--- src/rtl/alu_exec_unit.sv ---
// alu_exec_unit: 16-bit execute stage, one ALU op per clock, registered writeback.
// Define ALU_MUL_EN to build the multi-cycle shift-add unsigned multiplier (opcode 11).
module alu_exec_unit #(
    parameter int WIDTH = 16,
    parameter int AW    = 4
) (
    input  logic             clk,
    input  logic             rst,
    input  logic             in_valid,
    output logic             in_ready,
    input  logic [3:0]       opcode,
    input  logic [AW-1:0]    rd,
    input  logic [WIDTH-1:0] op_a,
    input  logic [WIDTH-1:0] op_b,
    output logic             wb_write,
    output logic [AW-1:0]    wb_ra,
    output logic [WIDTH-1:0] wb_data,
    output logic [3:0]       flags
);

    localparam logic [3:0] OP_ADD = 4'd0;
    localparam logic [3:0] OP_SUB = 4'd1;
    localparam logic [3:0] OP_AND = 4'd2;
    localparam logic [3:0] OP_OR  = 4'd3;
    localparam logic [3:0] OP_XOR = 4'd4;
    localparam logic [3:0] OP_NOT = 4'd5;
    localparam logic [3:0] OP_SHL = 4'd6;
    localparam logic [3:0] OP_SHR = 4'd7;
    localparam logic [3:0] OP_SRA = 4'd8;
    localparam logic [3:0] OP_MOV = 4'd9;
    localparam logic [3:0] OP_SLT = 4'd10;
`ifdef ALU_MUL_EN
    localparam logic [3:0] OP_MUL = 4'd11;
`endif

    localparam int MSB = WIDTH - 1;

    logic                    r_wb_write;
    logic [AW-1:0]           r_wb_ra;
    logic [WIDTH-1:0]        r_wb_data;
    logic [3:0]              r_flags;

    logic [3:0]              w_sh;
    logic [WIDTH:0]          w_sum;
    logic [WIDTH:0]          w_diff;
    logic [WIDTH:0]          w_shl;
    logic [WIDTH:0]          w_shr;
    logic signed [WIDTH:0]   w_sra;
    logic                    w_slt;
    logic [WIDTH-1:0]        w_res;
    logic                    w_c;
    logic                    w_v;
    logic                    w_is_alu;
    logic [3:0]              w_flags;
    logic                    w_alu_go;

    // Shifts carry one guard bit so the last bit shifted out lands in it.
    assign w_sh   = op_b[3:0];
    assign w_sum  = {1'b0, op_a} + {1'b0, op_b};
    assign w_diff = {1'b0, op_a} - {1'b0, op_b};
    assign w_shl  = {1'b0, op_a} << w_sh;
    assign w_shr  = {op_a, 1'b0} >> w_sh;
    assign w_sra  = $signed({op_a, 1'b0}) >>> w_sh;
    assign w_slt  = $signed(op_a) < $signed(op_b);

    // Single-cycle ALU result and carry/overflow; w_is_alu drops for NOP and MUL.
    always_comb begin
        w_res    = '0;
        w_c      = 1'b0;
        w_v      = 1'b0;
        w_is_alu = 1'b1;
        case (opcode)
            OP_ADD: begin
                w_res = w_sum[MSB:0];
                w_c   = w_sum[WIDTH];
                w_v   = (op_a[MSB] == op_b[MSB]) && (w_sum[MSB] != op_a[MSB]);
            end
            OP_SUB: begin
                w_res = w_diff[MSB:0];
                w_c   = w_diff[WIDTH];
                w_v   = (op_a[MSB] != op_b[MSB]) && (w_diff[MSB] != op_a[MSB]);
            end
            OP_AND: w_res = op_a & op_b;
            OP_OR:  w_res = op_a | op_b;
            OP_XOR: w_res = op_a ^ op_b;
            OP_NOT: w_res = ~op_a;
            OP_SHL: begin
                w_res = w_shl[MSB:0];
                w_c   = w_shl[WIDTH];
            end
            OP_SHR: begin
                w_res = w_shr[WIDTH:1];
                w_c   = w_shr[0];
            end
            OP_SRA: begin
                w_res = w_sra[WIDTH:1];
                w_c   = w_sra[0];
            end
            OP_MOV: w_res = op_b;
            OP_SLT: w_res = {{(WIDTH-1){1'b0}}, w_slt};
            default: w_is_alu = 1'b0;
        endcase
    end

    assign w_flags  = {w_res[MSB], (w_res == '0), w_c, w_v};
    assign w_alu_go = in_valid && in_ready && w_is_alu;

`ifdef ALU_MUL_EN
    localparam int CW = $clog2(WIDTH);
    localparam logic [CW-1:0] CNT_LAST = CW'(WIDTH - 1);

    typedef enum logic [1:0] {
        S_IDLE,
        S_MUL,
        S_WB
    } state_t;

    state_t               r_state;
    state_t               w_next;
    logic [CW-1:0]        r_cnt;
    logic [2*WIDTH-1:0]   r_acc;
    logic [2*WIDTH-1:0]   r_mcand;
    logic [WIDTH-1:0]     r_mplier;
    logic [AW-1:0]        r_mul_rd;
    logic [2*WIDTH-1:0]   w_acc_next;
    logic                 w_mul_go;
    logic                 w_mul_last;

    assign w_mul_go   = in_valid && in_ready && (opcode == OP_MUL);
    assign w_mul_last = (r_state == S_MUL) && (r_cnt == CNT_LAST);
    assign w_acc_next = r_acc + (r_mplier[0] ? r_mcand : '0);

    // State register.
    always_ff @(posedge clk or posedge rst) begin
        if (rst) begin
            r_state <= S_IDLE;
        end else begin
            r_state <= w_next;
        end
    end

    // Next-state: accept MUL, iterate WIDTH times, one writeback cycle.
    always_comb begin
        w_next = r_state;
        case (r_state)
            S_IDLE:  if (w_mul_go) w_next = S_MUL;
            S_MUL:   if (w_mul_last) w_next = S_WB;
            S_WB:    w_next = S_IDLE;
            default: w_next = S_IDLE;
        endcase
    end

    // Outputs: only IDLE accepts new work.
    always_comb begin
        in_ready = (r_state == S_IDLE);
    end

    // Shift-add datapath on private operand copies; one partial product per clock.
    always_ff @(posedge clk or posedge rst) begin
        if (rst) begin
            r_acc    <= '0;
            r_mcand  <= '0;
            r_mplier <= '0;
            r_cnt    <= '0;
            r_mul_rd <= '0;
        end else if (w_mul_go) begin
            r_acc    <= '0;
            r_mcand  <= {{WIDTH{1'b0}}, op_a};
            r_mplier <= op_b;
            r_cnt    <= '0;
            r_mul_rd <= rd;
        end else if (r_state == S_MUL) begin
            r_acc    <= w_acc_next;
            r_mcand  <= r_mcand << 1;
            r_mplier <= r_mplier >> 1;
            r_cnt    <= r_cnt + CW'(1);
        end
    end
`else
    assign in_ready = 1'b1;
`endif

    // Writeback register: strobe is one cycle; address/data move only on a real write.
    always_ff @(posedge clk or posedge rst) begin
        if (rst) begin
            r_wb_write <= 1'b0;
            r_wb_ra    <= '0;
            r_wb_data  <= '0;
            r_flags    <= '0;
        end else begin
            r_wb_write <= 1'b0;
            if (w_alu_go) begin
                r_flags <= w_flags;
                if (rd != '0) begin
                    r_wb_write <= 1'b1;
                    r_wb_ra    <= rd;
                    r_wb_data  <= w_res;
                end
            end
`ifdef ALU_MUL_EN
            if (w_mul_last) begin
                r_flags <= {w_acc_next[MSB],
                            (w_acc_next[MSB:0] == '0),
                            (w_acc_next[2*WIDTH-1:WIDTH] != '0),
                            1'b0};
                if (r_mul_rd != '0) begin
                    r_wb_write <= 1'b1;
                    r_wb_ra    <= r_mul_rd;
                    r_wb_data  <= w_acc_next[MSB:0];
                end
            end
`endif
        end
    end

    assign wb_write = r_wb_write;
    assign wb_ra    = r_wb_ra;
    assign wb_data  = r_wb_data;
    assign flags    = r_flags;

endmodule

--- config.mk ---
export PLATFORM = sky130hd
export DESIGN_NAME = alu_exec_unit
export DESIGN_NICKNAME = d
export VERILOG_FILES = /design/src/rtl/alu_exec_unit.sv
export SDC_FILE = /design/constraint.sdc
export NUM_CORES = 1
export LEC_CHECK = 0
export BUFFER_PORTS_ARGS = -buffer_cell sky130_fd_sc_hd__buf_2
export CAP_MARGIN = 30
export CORE_MARGIN = 1.5
export CORE_UTILIZATION = 45
export CTS_CLUSTER_SIZE = 25
export DETAILED_ROUTE_END_ITERATION = 12
export SLEW_MARGIN = 0
export SYNTH_ARGS = -nofsm -noshare
export SYNTH_HDL_FRONTEND = slang
export SYNTH_SLANG_ARGS = --single-unit
export TNS_END_PERCENT = 50
--- constraint.sdc ---
create_clock -name clk -period 1 [get_ports clk]
set_input_delay 0.3 -clock clk [delete_from_list [all_inputs] [get_ports clk]]
set_output_delay 0.3 -clock clk [all_outputs]
set_load 0.005 [all_outputs]
==> summary.txt, run 1 <==
Yosys
  – Post-synth net total: 886
  – Yosys cell types: 83
  – Main flop type after synthesis: dfrtp_1
  – Synth top area cells: dfrtp_1, ha_1, mux4_2
  – Synth top area share: 10.8%
  – Post-Syn Area per Cell: between 7 and 8 µm²
  – Post-synth EDFFs: 0
  – Synthesized flop and latch total: 25
  – Asr flop ratio synth: 100%
  – Synthesized cell area: 5790 µm²
  – Sequential cell area fraction in the yosys report: 10.8%
  – Post-synthesis cell count: 792
  – Yosys warns: 0
  – Largest area contributor in the netlist: dfrtp_1

Die
  – Die height: 116 µm
  – Die Wd: approximately 120 µm
  – Die area: 13600 µm²
  – Initial Util: 46.1%
  – # rows: about 40
  – Core area: 12600 µm²
  – I/O Pins: 69

Detailed routing
  – Wirelength per Cell: approximately 24 µm
  – DRC viols: 0
  – Vias: about 8900
  – Vias/cell: 6.66
  – DR iter-0 viols: 1173
  – DRT Wirelength: 32600 µm
  – First drt pass iteration count: 6
  – Number of routed nets with antenna violations: 0

GRT
  – Largest net degree at the start of global routing: 26
  – Met1 usage: 55.3%
  – First-pass GRT wire length: 45200 µm
  – Global routing's busiest layer: met2
  – Total track usage: 43.9%
  – Initial antenna violation count: 0
  – Grt total ovfl: 0
  – Met2 Usage GRT: 71.4%
  – Vias in the first global route: 8189
  – Met3 usage: 10.6%

Critical path
  – Worst path arrival time: between 3000 and 4000 ps
  – Setup crit start kind: input pin
  – Worst Path Max Fanout: 8
  – Critical path class: input pin to flip-flop
  – Critical Path End Type: flip-flop
  – Worst EP required: between 1000 and 1500 ps

STA
  – Final hold viol count: 0
  – Achievable Freq: between 300 and 400 MHz
  – Worst rel slew slack: 35.1%
  – Setup violators final: 50
  – Worst slew pin tran: 961 ps
  – Min Tclk post-route: 2840 ps
  – Final period utilization: 284%
  – RSZ-0062 raised after global routing: yes
  – Final WS setup: -1840 ps
  – Clk_skew: 0 ps
  – Slew Viols, Final: 0

Pwr
  – Pwr Density: around 760 nW/µm²
  – Leakage power: 4.79 nW
  – Worst vdd ir: 0.625 mV
  – Power, Total: roughly 8 mW

Finish
  – Final antenna diode count: 0
  – Final core utilization: 82.7%
  – Final net count: 1259
  – Most frequent cells in the layout: buf_4, nor2_1, nand2_1
  – Most common cell after layout, fill and taps aside: buf_4
  – Register area: 626 µm²
  – Fillers: 764
  – Fraction of layout cells with a size suffix above 1: 53.5%
  – Multi-input logic area: 5650 µm²
  – Area delta synth->final: 79.6%

CTS
  – CTS tree: yes
  – Clock latency on the worst-skew pair: 260 ps
  – TritonCTS buffer count: 3
  – CTS sink cnt: 25
  – Clock buffer depth: 2
  – H-tree levels: 1
  – Root buffer cell: clkbuf_16
  – Worst-path clk slew: 70 ps

Flow run
  – MaxCap Viol Count: 0

Worst hold path
  – Worst min path class: input pin to asynchronous set/reset pin

Run status
  – Failing checks: setup timing
  – Status: finished, violations left

Place
  – HPWL after DPL: 23300 µm
  – Port buffer count: 67
  – GP Congestion: ~1.1
==> logic make-up after synthesis <==
logic type               Yosys count  share of synthesized area [%]
AO/OA/AOI/OAI                    260                           30.4
XOR/XNOR                           5                          0.756
adder cells (fa/ha/maj)           51                           11.3
buffers and inverters            115                           8.49
flip-flops                        25                           10.8
multiplexers                      57                           13.9
other                              1                         0.0648
AND/OR/NAND/NOR                  278                           24.3
==> per-stage QoR <==
step                      std cells  TNS [ps]  setup WS, ps  hold slack [ps]  cell area, µm²
final                          1336    -33490         -1840              129           10400
after global routing           1336    -35220         -1930              171           10400
after global placement         1281    -44860         -2270              349            8670
after CTS                      1309    -31630         -1750              114            9800
after floorplan                 792    -32560         -1760              327            6050
after detailed placement       1283    -44770         -2270              360            8690
==> layout make-up <==
| type | instances | area share [%] |
|---|---|---|
| Inverter | 52 | 2.24 |
| Clock inverter | 1 | 0.0722 |
| Timing Repair Buffer | 431 | 34.5 |
| Tap cell | 172 | 2.07 |
| Clock buffer | 3 | 0.722 |
| Sequential cell | 25 | 6.02 |
| Multi-Input combinational cell | 652 | 54.4 |
==> cell usage after synthesis, types with 8 or more instances <==
library cell	n
a211oi_1	16
a21o_1	10
a21oi_1	67
a31oi_1	8
buf_2	15
clkbuf_1	38
dfrtp_1	25
ha_1	49
inv_1	46
mux2_2	14
mux2i_1	23
mux4_2	17
nand2_1	71
nand2b_1	12
nand3_1	11
nand4_1	9
nor2_1	78
nor2b_1	15
nor3_1	22
nor4_1	9
o211ai_1	11
o21ai_0	48
==> worst max-delay path, cell delays in order <==
cell and delay [ps]:
buf_2 150, inv_1 80, ha_1 470, and2_1 260
buf_4 150, nand3_1 120, a31oi_2 350, mux2i_1 270
o211ai_1 220, nor4_1 310, nand4_1 140, o31ai_2 190
==> worst paths after layout <==
check	startpoint	endpoint	slack, ps	cells past startpoint
max	op_a[9]	flags[2]$_DFFE_PP0P_	-1840	12
min	rst	wb_data[7]$_DFFE_PP0P_	130	3
max reg2reg	wb_data[14]$_DFFE_PP0P_	wb_data[14]$_DFFE_PP0P_	210	1
min reg2reg	wb_data[5]$_DFFE_PP0P_	wb_data[5]$_DFFE_PP0P_	480	2
max in group asynchronous	rst	flags[2]$_DFFE_PP0P_	630	3
min in group clk	rd[0]	wb_ra[0]$_DFFE_PP0P_	280	3
==> layer usage <==
layer | share of wire (%) | wire, µm | vias up
li1 | - | - | 3711
met1 | 36 | 11700 | 4201
met2 | 45 | 14600 | 749
met3 | 12 | 3870 | 231
met4 | 7.6 | 2490 | 0
met5 | 0 | 0 | -
==> report_power, final <==
group / total [mW] / switching, mW / internal, mW
combinational: 5.68 / 2.88 / 2.80
clock: 0.910 / 0.367 / 0.543
sequential: 1.29 / 0.110 / 1.19
==> flip-flops by register name, summed over array words and instances, names as in the netlist <==
signal and flops:
wb_data 16, flags 4, wb_ra 4, wb_write 1
==> timing repair <==
| item | CTS | global route |
|---|---|---|
| resized for setup | 194 | 81 |
| gates cloned | 2 | 2 |
| buffers inserted | 22 | 32 |
| setup endpoints to repair | 50 | 50 |
| pin swaps | 52 | 48 |
| hold buffers | 0 | 0 |
No activity file was read; power rests on OpenSTA's default activity.
==> run 2, diff against run 1 <==
--- a/config.mk
+++ b/config.mk
@@ -15,4 +15,4 @@
 export SYNTH_ARGS = -nofsm -noshare
 export SYNTH_HDL_FRONTEND = slang
 export SYNTH_SLANG_ARGS = --single-unit
-export TNS_END_PERCENT = 50
+export TNS_END_PERCENT = 100
==> summary.txt, run 2 (synthesized netlist as in run 1, its figures left out) <==
STA
  – Final hold viol count: 0 (unchanged)
  – Clk_skew: 0 ps (unchanged)
  – Setup violators final: 50 (unchanged)
  – Slew Viols, Final: 0 (unchanged)
  – Worst rel slew slack: 48.8% (+14 points)
  – WHS: 107 ps (-21.5 ps)
  – Final WS setup: -2020 ps (-181 ps)
  – Min Tclk post-route: 3020 ps (+181 ps)
  – Fin Setup TNS: -33430 ps (+59.6 ps)
  – Worst slew pin tran: 757 ps (-204 ps)
  – RSZ-0062 raised after global routing: yes
  – Final period utilization: 302% (+18 points)
  – Achievable Freq: 331 MHz (-6.0%)

GRT
  – Total track usage: 45.7% (+1.8 points)
  – First-pass GRT wire length: 47100 µm (+4.2%)
  – Grt total ovfl: 0 (unchanged)
  – Initial antenna violation count: 0 (unchanged)
  – Largest net degree at the start of global routing: 26 (unchanged)
  – Vias in the first global route: 8372 (+2.2%)

Detailed routing
  – Number of routed nets with antenna violations: 0 (unchanged)
  – DR iter-0 viols: 1391 (+19%)
  – Vias: 8994 (+1.1%)
  – Wirelength per Cell: 25.5 µm (+4.2%)
  – DRC viols: 0 (unchanged)
  – First drt pass iteration count: 6 (unchanged)
  – Vias/cell: 6.79 (+2.0%)
  – DRT Wirelength: 33700 µm (+3.4%)

CTS
  – CTS tree: yes
  – H-tree levels: 1 (unchanged)
  – CTS sink cnt: 25 (unchanged)
  – Clock latency on the worst-skew pair: 260 ps (about the same)
  – Worst-path clk slew: 60 ps (about the same)
  – Root buffer cell: clkbuf_16
  – Clock buffer depth: 2 (unchanged)
  – Hold-fix buffers, CTS: 0 (unchanged)
  – TritonCTS buffer count: 3 (unchanged)

Die
  – Die height: 116 µm (unchanged)
  – Die area: 13600 µm² (unchanged)
  – # rows: 41 (unchanged)
  – I/O Pins: 69 (unchanged)
  – Die Wd: 116 µm (unchanged)
  – Core area: 12600 µm² (unchanged)
  – Initial Util: 46.1% (unchanged)

Critical path
  – Worst path arrival time: 3190 ps (+180 ps)
  – Critical path class: input pin to flip-flop
  – Critical Path End Type: flip-flop
  – Worst Path Max Fanout: 3 (-5)
  – R2R Setup Slk: 120 ps (-90 ps)
  – FF-to-FF Start: wb_data[14]$_DFFE_PP0P_
  – Cell count of the worst reg-to-reg path: 2 (+1)
  – Reg-to-reg endpoint: wb_data[14]$_DFFE_PP0P_
  – Worst EP required: 1170 ps (about the same)
  – Setup crit start kind: input pin

Place
  – Port buffer count: 67 (unchanged)
  – HPWL after DPL: 22700 µm (-2.4%)
  – Inst Count DP: 1264 (-1.5%)
  – GP Congestion: 1.07 (-0.61%)

Finish
  – Largest register FFs: 16 (unchanged)
  – Fraction of layout cells with a size suffix above 1: 55.6% (+2.1 points)
  – Fillers: 706 (-7.6%)
  – Final core utilization: 84.3% (+1.6 points)
  – Final net count: 1247 (-0.95%)
  – Most common cell after layout, fill and taps aside: buf_4
  – Multi-input logic area: 5890 µm² (+4.2%)
  – Register area: 626 µm² (unchanged)
  – Most frequent cells in the layout: buf_4, nor2_1, nand2_1
  – Area delta synth->final: 83.0%
  – Finished Layout Cells: 1325 (-0.82%)

Pwr
  – Pwr Density: 770 nW/µm² (+1.6%)
  – Switching Share: 43.0% (+0.37 points)
  – Switching power: 3.50 mW (+4.4%)
  – Int Power: 4.65 mW (+2.8%)
  – Logic pwr share: 73.3% (+1.3 points)
  – Leakage power: 4.76 nW (-0.51%)
  – Worst vdd ir: 0.855 mV (+37%)
  – Clock network power share: 11.0% (-0.6 points)
  – Sequential share of power: 15.7% (-0.7 points)

Flow run
  – MaxCap Viol Count: 0 (unchanged)

Run status
  – Status: finished, violations left
  – Failing checks: setup timing

Worst hold path
  – Worst min path class: input pin to asynchronous set/reset pin
run 2: cell count changes in the layout (fill, tap and decap cells not counted), sizes merged:
cell	delta
buf	-13
diode	+1
clkinv	-1
clkbuf	+1
clkinvlp	+1
run 2: worst max-delay path: stages:
cell and delay [ps]:
buf_8 90, inv_6 30, ha_4 150, fa_2 520
nor3b_1 50, o21ai_1 210, o311ai_2 190, or4_4 610
nor3_2 200, nand4_1 190, nor4_2 280, nand4_1 160
o31ai_2 200
run 2: routing by layer:
| metal | track usage [%] | part of all wire, % | up-vias | wire (µm) |
|---|---|---|---|---|
| met2 | 73.8 | 44 | 820 | 14900 |
| met5 | 0 | 0 | - | 0 |
| li1 | - | - | 3702 | - |
| met1 | 57.3 | 35 | 4215 | 11900 |
| met4 | 22.4 | 7.7 | 0 | 2600 |
| met3 | 10.9 | 13 | 257 | 4360 |
run 2: final cells by class:
| class | instances | area share, % |
|---|---|---|
| inverter | 52 | 2.41 |
| multi-input combinational | 652 | 55.6 |
| clock buffer | 3 | 0.709 |
| sequential | 25 | 5.91 |
| tap | 172 | 2.03 |
| antenna | 1 | 0.0236 |
| timing repair buffer | 419 | 33.2 |
| clock inverter | 1 | 0.0709 |
run 2: timing repair:
item,in CTS,in global routing
setup buffers,44,22
gates resized for setup,235,99
pin swaps,65,36
endpoints found under the setup margin,50,50
gates cloned,2,1
run 2: through the flow:
stage | instance area, µm² | setup slack (ps) | total power [mW]
2_1_floorplan | 6220 | -1760 | 3.53
3_3_place_gp | 8570 | -2370 | 5.52
3_5_place_dp | 8580 | -2430 | 5.60
4_1_cts | 10000 | -1720 | 7.39
5_1_grt | 10600 | -2090 | 8.42
6_report | 10600 | -2020 | 8.16
run 2: how the worst max path moves through the flow:
stage                 start                 endpoint  slack, ps  cells after the start
floorplan           op_b[2]  wb_data[14]$_DFFE_PP0P_      -1760                     13
global placement    op_b[1]     flags[2]$_DFFE_PP0P_      -2370                     11
detailed placement  op_b[1]     flags[2]$_DFFE_PP0P_      -2430                     12
CTS                 op_b[0]     flags[2]$_DFFE_PP0P_      -1720                     12
global route        op_a[0]     flags[2]$_DFFE_PP0P_      -2090                     13
finish              op_a[0]     flags[2]$_DFFE_PP0P_      -2020                     13
run 2: power groups by stage:
stage | Combinational, mW | Sequential (mW) | Clock [mW]
after global routing | 6.18 | 1.30 | 0.938
after global placement | 4.23 | 1.28 | 0
final | 5.98 | 1.28 | 0.895
after detailed placement | 4.31 | 1.29 | 0
after CTS | 5.21 | 1.28 | 0.905
after floorplan | 2.22 | 1.30 | 0
==> run 3, diff against run 2 <==
--- a/config.mk
+++ b/config.mk
@@ -8,9 +8,10 @@
 export BUFFER_PORTS_ARGS = -buffer_cell sky130_fd_sc_hd__buf_2
 export CAP_MARGIN = 30
 export CORE_MARGIN = 1.5
-export CORE_UTILIZATION = 45
+export CORE_UTILIZATION = 52
 export CTS_CLUSTER_SIZE = 25
 export DETAILED_ROUTE_END_ITERATION = 12
+export PLACE_DENSITY = 0.72
 export SLEW_MARGIN = 0
 export SYNTH_ARGS = -nofsm -noshare
 export SYNTH_HDL_FRONTEND = slang
==> constraint.sdc (replaced) <==
create_clock -name clk -period 3.9 [get_ports clk]
set_input_delay 1.17 -clock clk [delete_from_list [all_inputs] [get_ports clk]]
set_output_delay 1.17 -clock clk [all_outputs]
set_load 0.005 [all_outputs]
==> summary.txt, run 3 (synthesized netlist as in run 1, its figures left out) <==
STA
  – Clk_skew: 0 ps (unchanged)
  – Final WS setup: 23.5 ps (+2040 ps)
  – Setup violators final: 0 (-100%)
  – RSZ-0062 raised after global routing: yes
  – Slew Viols, Final: 0 (unchanged)
  – Worst rel slew slack: 30.9% (-18 points)
  – WHS: 480 ps (+372 ps)
  – Final hold viol count: 0 (unchanged)
  – Worst slew pin tran: 1020 ps (+265 ps)
  – Min Tclk post-route: about 3900 ps
  – Achievable Freq: around 260 MHz
  – Final period utilization: between 90% and 100%

CTS
  – Clock latency on the worst-skew pair: 270 ps (about the same)
  – TritonCTS buffer count: 3 (unchanged)
  – Root buffer cell: clkbuf_8
  – CTS tree: yes
  – Worst-path clk slew: 90 ps (+30 ps)
  – Hold-fix buffers, CTS: 0 (unchanged)
  – H-tree levels: 1 (unchanged)
  – Clock buffer depth: 2 (unchanged)
  – CTS sink cnt: 25 (unchanged)

Critical path
  – CP peak stage delay: 380 ps (-230 ps)
  – Worst EP required: 4090 ps (+2920 ps)
  – Most repeated library cell on the critical path: nand4_1
  – Critical path class: input pin to flip-flop
  – Worst Path Max Fanout: 4 (+1)
  – Cell Chain, Critical Path: buf_2, inv_1, ha_1, fa_1, or2_2, a221oi_4, o21bai_4, a221o_1, a21oi_2, nand4_1, nor4_2, nand4_1, o31ai_2
  – R2R Setup Slk: 3130 ps (+3010 ps)
  – Critical Path End Type: flip-flop
  – Worst path arrival time: 4070 ps (+880 ps)
  – Setup crit start kind: input pin
  – Slowest CP cell: fa_1

Die
  – Initial Util: 53.4% (+7.3 points)
  – # rows: 38 (-7.3%)
  – Die Wd: 109 µm (-6.8%)
  – Die area: 11800 µm² (-13%)
  – I/O Pins: 69 (unchanged)
  – Core area: 10800 µm² (-14%)
  – Die height: 109 µm (-6.8%)

Detailed routing
  – DR iter-0 viols: 957 (-31%)
  – Vias/cell: 6.90 (+1.6%)
  – Number of routed nets with antenna violations: 0 (unchanged)
  – DRT Wirelength: 25100 µm (-26%)
  – Wirelength per Cell: 23.1 µm (-9.2%)
  – DRC viols: 0 (unchanged)
  – First drt pass iteration count: 5 (-1)
  – Vias: 7492 (-17%)

Finish
  – Area delta synth->final: 26.4%
  – Most common cell after layout, fill and taps aside: buf_4
  – Final net count: 1041 (-17%)
  – Largest register FFs: 16 (unchanged)
  – Fraction of layout cells with a size suffix above 1: 29.9% (-26 points)
  – Final antenna diode count: 0 (-1)
  – Most frequent cells in the layout: buf_4, nor2_1, nand2_1

GRT
  – First-pass GRT wire length: 38600 µm (-18%)
  – Vias in the first global route: 6842 (-18%)
  – Grt total ovfl: 0 (unchanged)
  – Initial antenna violation count: 0 (unchanged)
  – Total track usage: 42.4% (-3.3 points)
  – Largest net degree at the start of global routing: 33 (+27%)

Flow run
  – MaxCap Viol Count: 0 (unchanged)

Pwr
  – Worst vdd ir: 0.253 mV (-70%)
  – Pwr Density: 199 nW/µm² (-74%)
  – Leakage power: 3.34 nW (-30%)

Place
  – GP Congestion: 1.11 (+3.5%)
  – HPWL after DPL: 20000 µm (-12%)
  – Pre-CTS setup slack: -341 ps (+2080 ps)
  – Port buffer count: 67 (unchanged)

Worst hold path
  – Worst min path class: flip-flop to flip-flop

Run status
  – Status: completed
[run 3: worst paths after layout]
path | startpoint | to | cells past startpoint
setup / recovery | op_a[0] | flags[2]$_DFFE_PP0P_ | 13
setup reg to reg | wb_data[7]$_DFFE_PP0P_ | wb_data[7]$_DFFE_PP0P_ | 1
hold reg to reg | wb_ra[0]$_DFFE_PP0P_ | wb_ra[0]$_DFFE_PP0P_ | 2
hold / removal | wb_ra[0]$_DFFE_PP0P_ | wb_ra[0]$_DFFE_PP0P_ | 2
max in group asynchronous | rst | wb_data[5]$_DFFE_PP0P_ | 2
min in group asynchronous | rst | wb_data[6]$_DFFE_PP0P_ | 2
[run 3: layout make-up]
cell class,instances,area (µm²)
tap,140,175
sequential,25,626
fill,974,3520
inverter,52,196
multi-input combinational,652,4780
timing repair buffer,213,1490
clock buffer,3,41.3
clock inverter,1,7.51
[run 3: metrics by stage]
stage	cell area (µm²)	instances	TNS (ps)	power, mW	util (%)
finish	7320	1086	0	1.46	67.5
global route	7320	1086	-73.3	1.54	67.5
floorplan	5820	792	0	0.846	-
CTS	7260	1085	0	1.41	67.0
global placement	7190	1080	-881	1.23	66.4
detailed placement	7200	1081	-1270	1.25	66.4
[run 3: critical path: cells and delay by family]
family | cells | cell delay (ps)
buffers and inverters | 2 | 140
and+or+nand+nor | 4 | 870
adders and majority gates | 2 | 620
AOI/OAI and AO/OA | 5 | 1260
[run 3: metal layers]
layer,vias to the layer above,GRT usage (%),wire length (µm)
met3,126,8.08,3310
met1,3484,57.3,9500
met2,618,65.5,10800
li1,3264,-,-
met4,0,18.4,1500
met5,-,0,0
[run 3: what timing repair did]
action	CTS	global route
endpoints found under the hold margin	0	0
setup buffers	0	1
resized for setup	2	10
pin swaps	0	1
setup endpoints to repair	2	5
[run 3: report_power, final]
part / leakage (nW) / switching, mW / internal [mW]
registers: 0.312 / 0.0236 / 0.303
logic: 3.01 / 0.547 / 0.427
clock network: 0.0217 / 0.0863 / 0.0725
